<file path="config.mk">
export PLATFORM = sky130hd
export DESIGN_NAME = cmd_responder
export DESIGN_NICKNAME = d
export VERILOG_FILES = /design/src/rtl/cmd_responder.sv
export SDC_FILE = /design/constraint.sdc
export NUM_CORES = 1
export LEC_CHECK = 0
export BUFFER_PORTS_ARGS = -buffer_cell sky130_fd_sc_hd__buf_4
export CORE_AREA = 2 2 96 98
export DETAILED_ROUTE_END_ITERATION = 10
export DIE_AREA = 0 0 98 100
export PLACE_DENSITY_LB_ADDON = 0.08
export SETUP_SLACK_MARGIN = 0.5
export SYNTH_ARGS = -nofsm -noshare
export SYNTH_HDL_FRONTEND = slang
export SYNTH_SLANG_ARGS = --single-unit
</file>
<file path="constraint.sdc">
create_clock -name clk -period 2.69 [get_ports clk]
set_clock_uncertainty 0.05 [all_clocks]
set_input_delay 0.269 -clock clk [delete_from_list [all_inputs] [get_ports clk]]
set_output_delay 0.269 -clock clk [all_outputs]
set_load 0.05 [all_outputs]
</file>
<file path="src/rtl/cmd_responder.sv">
// Serial command responder: receives 3-byte 8N1 command frames (cmd, data_hi, data_lo)
// and transmits single 8N1 response bytes, with independent RX and TX engines.
`timescale 1ns/1ps
module cmd_responder #(
  parameter int unsigned BAUD_DIV = 2604
) (
  input  logic        clk,
  input  logic        rst_n,
  input  logic        RX,
  output logic        TX,
  output logic [7:0]  cmd,
  output logic [15:0] data,
  output logic        cmd_rdy,
  input  logic        clr_cmd_rdy,
  input  logic        snd_resp,
  input  logic [7:0]  resp,
  output logic        resp_sent,
  output logic        tx_busy,
  output logic        frm_err
);

  localparam logic [11:0] BIT_LAST  = 12'(BAUD_DIV - 1);
  localparam logic [11:0] HALF_LAST = 12'(BAUD_DIV / 2 - 1);
  localparam logic [16:0] TO_LAST   = 17'(32 * BAUD_DIV - 1);

  typedef enum logic [1:0] {
    RX_IDLE  = 2'd0,
    RX_START = 2'd1,
    RX_DATA  = 2'd2,
    RX_STOP  = 2'd3
  } rx_state_e;

  typedef enum logic [1:0] {
    TX_IDLE  = 2'd0,
    TX_START = 2'd1,
    TX_DATA  = 2'd2,
    TX_STOP  = 2'd3
  } tx_state_e;

  logic        rx_sync1_q, rx_sync1_d;
  logic        rx_sync2_q, rx_sync2_d;
  logic        rx_prev_q, rx_prev_d;
  rx_state_e   rx_state_q, rx_state_d;
  logic [11:0] rx_cnt_q, rx_cnt_d;
  logic [2:0]  rx_bit_q, rx_bit_d;
  logic [7:0]  rx_shift_q, rx_shift_d;
  logic [1:0]  byte_cnt_q, byte_cnt_d;
  logic [7:0]  byte0_q, byte0_d;
  logic [7:0]  byte1_q, byte1_d;
  logic [16:0] to_cnt_q, to_cnt_d;
  logic [7:0]  cmd_q, cmd_d;
  logic [15:0] data_q, data_d;
  logic        cmd_rdy_q, cmd_rdy_d;
  logic        frm_err_q, frm_err_d;
  logic        rdy_set_s, rdy_clr_s;

  tx_state_e   tx_state_q, tx_state_d;
  logic [11:0] tx_cnt_q, tx_cnt_d;
  logic [2:0]  tx_bit_q, tx_bit_d;
  logic [7:0]  tx_shift_q, tx_shift_d;
  logic        tx_q, tx_d;
  logic        tx_busy_q, tx_busy_d;
  logic        resp_sent_q, resp_sent_d;

  // Receive path: synchronizer, byte FSM, frame assembly and inter-byte timeout
  always_comb begin
    rx_sync1_d = RX;
    rx_sync2_d = rx_sync1_q;
    rx_prev_d  = rx_sync2_q;
    rx_state_d = rx_state_q;
    rx_cnt_d   = rx_cnt_q + 12'd1;
    rx_bit_d   = rx_bit_q;
    rx_shift_d = rx_shift_q;
    byte_cnt_d = byte_cnt_q;
    byte0_d    = byte0_q;
    byte1_d    = byte1_q;
    to_cnt_d   = 17'd0;
    cmd_d      = cmd_q;
    data_d     = data_q;
    frm_err_d  = 1'b0;
    rdy_set_s  = 1'b0;
    rdy_clr_s  = clr_cmd_rdy;

    case (rx_state_q)
      RX_IDLE: begin
        rx_cnt_d = 12'd0;
        rx_bit_d = 3'd0;
        // A partial frame is dropped if the next start bit is too late
        if (byte_cnt_q != 2'd0) begin
          if (to_cnt_q == TO_LAST) begin
            byte_cnt_d = 2'd0;
            to_cnt_d   = 17'd0;
          end else begin
            to_cnt_d = to_cnt_q + 17'd1;
          end
        end else begin
          to_cnt_d = 17'd0;
        end
        if (!rx_sync2_q && rx_prev_q) begin
          rx_state_d = RX_START;
          to_cnt_d   = 17'd0;
        end else begin
          rx_state_d = RX_IDLE;
        end
      end
      RX_START: begin
        if (rx_cnt_q == HALF_LAST) begin
          rx_cnt_d = 12'd0;
          if (!rx_sync2_q) begin
            rx_state_d = RX_DATA;
            rdy_clr_s  = clr_cmd_rdy || (byte_cnt_q == 2'd0);
          end else begin
            rx_state_d = RX_IDLE;
          end
        end else begin
          rx_state_d = RX_START;
        end
      end
      RX_DATA: begin
        if (rx_cnt_q == BIT_LAST) begin
          rx_cnt_d   = 12'd0;
          rx_shift_d = {rx_sync2_q, rx_shift_q[7:1]};
          if (rx_bit_q == 3'd7) begin
            rx_state_d = RX_STOP;
            rx_bit_d   = 3'd0;
          end else begin
            rx_bit_d = rx_bit_q + 3'd1;
          end
        end else begin
          rx_state_d = RX_DATA;
        end
      end
      RX_STOP: begin
        if (rx_cnt_q == BIT_LAST) begin
          rx_cnt_d   = 12'd0;
          rx_state_d = RX_IDLE;
          if (rx_sync2_q) begin
            case (byte_cnt_q)
              2'd0: begin
                byte0_d    = rx_shift_q;
                byte_cnt_d = 2'd1;
              end
              2'd1: begin
                byte1_d    = rx_shift_q;
                byte_cnt_d = 2'd2;
              end
              default: begin
                cmd_d      = byte0_q;
                data_d     = {byte1_q, rx_shift_q};
                rdy_set_s  = 1'b1;
                byte_cnt_d = 2'd0;
              end
            endcase
          end else begin
            frm_err_d  = 1'b1;
            byte_cnt_d = 2'd0;
          end
        end else begin
          rx_state_d = RX_STOP;
        end
      end
      default: begin
        rx_state_d = RX_IDLE;
        rx_cnt_d   = 12'd0;
      end
    endcase

    // Completion takes priority over any clear in the same cycle
    if (rdy_set_s) begin
      cmd_rdy_d = 1'b1;
    end else if (rdy_clr_s) begin
      cmd_rdy_d = 1'b0;
    end else begin
      cmd_rdy_d = cmd_rdy_q;
    end
  end

  // Transmit path: start, eight data bits LSB first, stop, then a one-cycle done pulse
  always_comb begin
    tx_state_d  = tx_state_q;
    tx_cnt_d    = tx_cnt_q + 12'd1;
    tx_bit_d    = tx_bit_q;
    tx_shift_d  = tx_shift_q;
    tx_d        = tx_q;
    tx_busy_d   = tx_busy_q;
    resp_sent_d = 1'b0;

    case (tx_state_q)
      TX_IDLE: begin
        tx_cnt_d  = 12'd0;
        tx_bit_d  = 3'd0;
        tx_d      = 1'b1;
        tx_busy_d = 1'b0;
        if (snd_resp) begin
          tx_shift_d = resp;
          tx_state_d = TX_START;
          tx_d       = 1'b0;
          tx_busy_d  = 1'b1;
        end else begin
          tx_state_d = TX_IDLE;
        end
      end
      TX_START: begin
        if (tx_cnt_q == BIT_LAST) begin
          tx_cnt_d   = 12'd0;
          tx_state_d = TX_DATA;
          tx_d       = tx_shift_q[0];
        end else begin
          tx_state_d = TX_START;
        end
      end
      TX_DATA: begin
        if (tx_cnt_q == BIT_LAST) begin
          tx_cnt_d = 12'd0;
          if (tx_bit_q == 3'd7) begin
            tx_state_d = TX_STOP;
            tx_bit_d   = 3'd0;
            tx_d       = 1'b1;
          end else begin
            tx_bit_d   = tx_bit_q + 3'd1;
            tx_shift_d = {1'b0, tx_shift_q[7:1]};
            tx_d       = tx_shift_q[1];
          end
        end else begin
          tx_state_d = TX_DATA;
        end
      end
      TX_STOP: begin
        if (tx_cnt_q == BIT_LAST) begin
          tx_cnt_d    = 12'd0;
          tx_state_d  = TX_IDLE;
          tx_busy_d   = 1'b0;
          resp_sent_d = 1'b1;
        end else begin
          tx_state_d = TX_STOP;
        end
      end
      default: begin
        tx_state_d = TX_IDLE;
        tx_cnt_d   = 12'd0;
        tx_d       = 1'b1;
        tx_busy_d  = 1'b0;
      end
    endcase
  end

  // State registers with synchronous active-low reset
  always_ff @(posedge clk) begin
    if (!rst_n) begin
      rx_sync1_q  <= 1'b1;
      rx_sync2_q  <= 1'b1;
      rx_prev_q   <= 1'b1;
      rx_state_q  <= RX_IDLE;
      rx_cnt_q    <= 12'd0;
      rx_bit_q    <= 3'd0;
      rx_shift_q  <= 8'h00;
      byte_cnt_q  <= 2'd0;
      byte0_q     <= 8'h00;
      byte1_q     <= 8'h00;
      to_cnt_q    <= 17'd0;
      cmd_q       <= 8'h00;
      data_q      <= 16'h0000;
      cmd_rdy_q   <= 1'b0;
      frm_err_q   <= 1'b0;
      tx_state_q  <= TX_IDLE;
      tx_cnt_q    <= 12'd0;
      tx_bit_q    <= 3'd0;
      tx_shift_q  <= 8'h00;
      tx_q        <= 1'b1;
      tx_busy_q   <= 1'b0;
      resp_sent_q <= 1'b0;
    end else begin
      rx_sync1_q  <= rx_sync1_d;
      rx_sync2_q  <= rx_sync2_d;
      rx_prev_q   <= rx_prev_d;
      rx_state_q  <= rx_state_d;
      rx_cnt_q    <= rx_cnt_d;
      rx_bit_q    <= rx_bit_d;
      rx_shift_q  <= rx_shift_d;
      byte_cnt_q  <= byte_cnt_d;
      byte0_q     <= byte0_d;
      byte1_q     <= byte1_d;
      to_cnt_q    <= to_cnt_d;
      cmd_q       <= cmd_d;
      data_q      <= data_d;
      cmd_rdy_q   <= cmd_rdy_d;
      frm_err_q   <= frm_err_d;
      tx_state_q  <= tx_state_d;
      tx_cnt_q    <= tx_cnt_d;
      tx_bit_q    <= tx_bit_d;
      tx_shift_q  <= tx_shift_d;
      tx_q        <= tx_d;
      tx_busy_q   <= tx_busy_d;
      resp_sent_q <= resp_sent_d;
    end
  end

  assign TX        = tx_q;
  assign cmd       = cmd_q;
  assign data      = data_q;
  assign cmd_rdy   = cmd_rdy_q;
  assign frm_err   = frm_err_q;
  assign tx_busy   = tx_busy_q;
  assign resp_sent = resp_sent_q;

endmodule

</file>
==> flow_summary.toml <==
[run_status]
status = "completed"

[critical_path]
critical_path.max_stage_delay_ns = 0.60
crit_path_start = "rx_cnt_q[10]"
r2r_end = "byte_cnt_q[0]"
crit_chain = "or4b_4 -> or3_4 -> or4_4 -> a21oi_2"
reg2reg_depth = 4
criticalPathCategory = "reg -> reg"
cp-start-kind = "flop"
worstSetupEndpointType = "flop"
required_ns = 3.09
r2r_slack_ns = 0.55
timing.rr.start = "rx_cnt_q[10]"
crit_arrival_ns = 2.54
worst-path-buf-inv = 0
path_max_fanout = 9
slowest_stage = "or4b_4"
critPathTopFamily = "simple AND/OR/NAND/NOR gates"

[pwr]
ir_drop_mv = 0.476
powerDensity_nw_per_um2 = 650
p_leak_uw = 0.00236

[placed_design]
pre_cts_ws_ns = 0.431
io_buffer_count = 41
dp_hpwl_mm = 6.67
gp_congestion = 0.857
placed_cell_area_sq_um = 5500

[timing]
fin_crit_sh_pct = 79.5
relSlewSlack_pct = 64.1
drv_slew = 0
rsz0062_at_grt = "no"
tightest_slew_ns = 0.538
setup_tns_ns = 0
final_hold_viol_count = 0
hold_ws_ns = 0.0106
fin_ws_ns = 0.552
fin_crit_ns = 2.14
setup_viol = 0
max_freq_ghz = 0.468

[drt]
dr.pass1.iters = 4
vias = 4021
totalWireLength_mm = 10.3
wl_per_cell_um = 14.2
drc = 0
vias_per_cell = 5.55
drt_iter0_markers = 178
ant_nets = 0

[synthesis]
syn_nets = 583
synth_top_area_share_pct = 45.9
synth_xor_xnor_area_share_pct = 5.67
synthTopCellsByArea = "dfxtp_1 (46%), mux2i_1 (11%), nand2_1 (6.5%)"
synth_compound_area_share_pct = 4.95
synthAdderAreaFrac_pct = 2.94
syn_inst = 558
synth_seq_area_share_pct = 45.9
ys.warnings.count = 0
netlist_area_sq_um = 5100
synth_edf_count = 0
synthTopCellsByCount = "dfxtp_1 (117), nand2_1 (88), mux2i_1 (57), nor2_1 (57)"
synth_top_family_by_area = "simple AND/OR/NAND/NOR gates"
synthArstFlopShare_pct = 0
syn_avg_cell_area_sq_um = 9.14
synth_top_flop_cell = "dfxtp_1"
muxShareOfSynthArea_pct = 13.0
synth_cell_type_count = 54
synth_seq_cells = 117
synth.most_common_cell = "dfxtp_1"
synth-simple-area-share_pct = 24.2
netlist.top_cell.by_area = "dfxtp_1"

[die]
dieArea_sq_um = 9800
rows = 35
ioPinCount = 42
core_sq_um = 8890
die_height_um = 100
chipWidth_um = 98
start_util_pct = 57.4

[cts]
root_buffer = "clkbuf_8"
cts_buffers = 17
cts_sinks = 117
clkLatencyLatePin_ns = 0.52
clk_pin_slew_ns = 0.06
cts_tree = "built"
post_cts_buffers = 0
htree_levels = 4
clk_path_buf_depth = 2

[worst_hold_path]
whs_path_depth = 4
min_path_type = "in -> reg"
hold_end = "cmd_rdy"
worstHoldStart = "clr_cmd_rdy"

[final_layout]
drive_gt1_share_pct = 17.3
fill_cells = 704
design_area_sq_um = 6140
multi_input_area_sq_um = 2650
ff_latch_area_sq_um = 2340
nets = 625
insertedDiodeCount = 0
syn_to_final_growth_pct = 20.3

[global_route]
grt_first_pass_wirelength_mm = 17.7
grt_usage_pct = 21.9
overflow = 0
grt_max_degree = 47
grt_pass1_vias = 3877
antenna_found_initial = 0

[flow_run]
cap_violations = 0
==> cells by family after synthesis <==
kind of cell	after synthesis
AOI/OAI and AO/OA	36
DFF	117
and+or+nand+nor	251
xor gates and xnor gates	33
buffers and inverters	44
muxes	65
adders and majority gates	12
==> state kept, by name, indices dropped and copies added, names as in the netlist, 3 cells and up <==
| name | flops |
|---|---|
| byte0_q | 8 |
| byte1_q | 8 |
| cmd | 8 |
| data | 16 |
| rx_bit_q | 3 |
| rx_cnt_q | 12 |
| rx_shift_q | 8 |
| to_cnt_q | 17 |
| tx_bit_q | 3 |
| tx_cnt_q | 12 |
| tx_shift_q | 8 |
==> where the power goes <==
group,leakage [uW],switching (uW),internal (uW)
clock,0.000262,857,1240
sequential,0.000945,14.8,1750
combinational,0.00115,75.2,50.2
total,0.00236,947,3040
==> worst max-delay path by stage <==
stage / to / slack (ns) / cells past startpoint
2_1_floorplan: to_cnt_q[10] / 0.56 / 6
3_3_place_gp: byte_cnt_q[0] / 0.50 / 4
3_5_place_dp: byte1_q[6] / 0.43 / 5
4_1_cts: byte0_q[3] / 0.49 / 4
5_1_grt: byte_cnt_q[0] / 0.51 / 4
6_report: byte_cnt_q[0] / 0.55 / 4
==> worst register-to-register path, stage by stage (launching register included) <==
cell and delay (ns):
dfxtp_1 0.34, or4b_4 0.60, or3_4 0.47, or4_4 0.50, a21oi_2 0.12
==> per-stage QoR <==
step / cells / total power [uW] / utilization, %
after global routing: 724 / 4120 / 69.0
final: 724 / 3990 / 69.0
after global placement: 691 / 1920 / 61.9
after CTS: 724 / 4020 / 68.6
after detailed placement: 691 / 1930 / 61.9
after floorplan: 558 / 1880 / -
==> routing by layer <==
layer	vias up	part of all wire, %	GRT usage, %
li1	2024	-	-
met1	1908	48	28.6
met2	74	47	36.4
met3	15	3.6	4.39
met4	0	1.5	8.12
met5	-	0	0
==> cells in the final DEF, fill, tap and decap left out, types with 2 or more instances in the layout <==
cell type / count
xnor2_1: 26
o41ai_1: 3
ha_1: 11
nand3b_1: 2
nor4b_1: 3
nor4bb_1: 2
xor2_1: 7
nor4_2: 2
clkbuf_16: 16
nand3_1: 26
or4bb_1: 2
dfxtp_1: 117
nor2b_1: 3
and3_1: 3
nand4_1: 6
nand2b_1: 9
clkinvlp_4: 4
a21oi_1: 6
mux2i_1: 57
nand4b_1: 4
o21a_1: 3
buf_4: 49
inv_6: 5
nor4_1: 13
or3_1: 2
mux2_2: 8
clkinv_4: 5
or2_2: 2
nor3_1: 14
or4_1: 2
a31oi_1: 5
nand2_1: 87
o21ai_0: 6
nor2_1: 57
inv_1: 16
a22o_1: 2
==> layout make-up <==
type                    count  area share [%]
flip-flops and latches    117            38.2
multi-input cells         397            43.2
repair buffers             50            6.16
inverters                  17            1.04
well taps                 111            2.26
clock buffers              17            6.75
clock inverters            15            2.41
==> what timing repair did <==
item / 4_1_cts / 5_1_grt
pin swaps: 0 / 1
setup endpoints to repair: 29 / 65
cloned: 0 / 0
hold buffers: 1 / 0
endpoints found under the hold margin: 1 / 0
resized for setup: 3 / 7
Note: power is estimated with default switching activity, not from simulation.
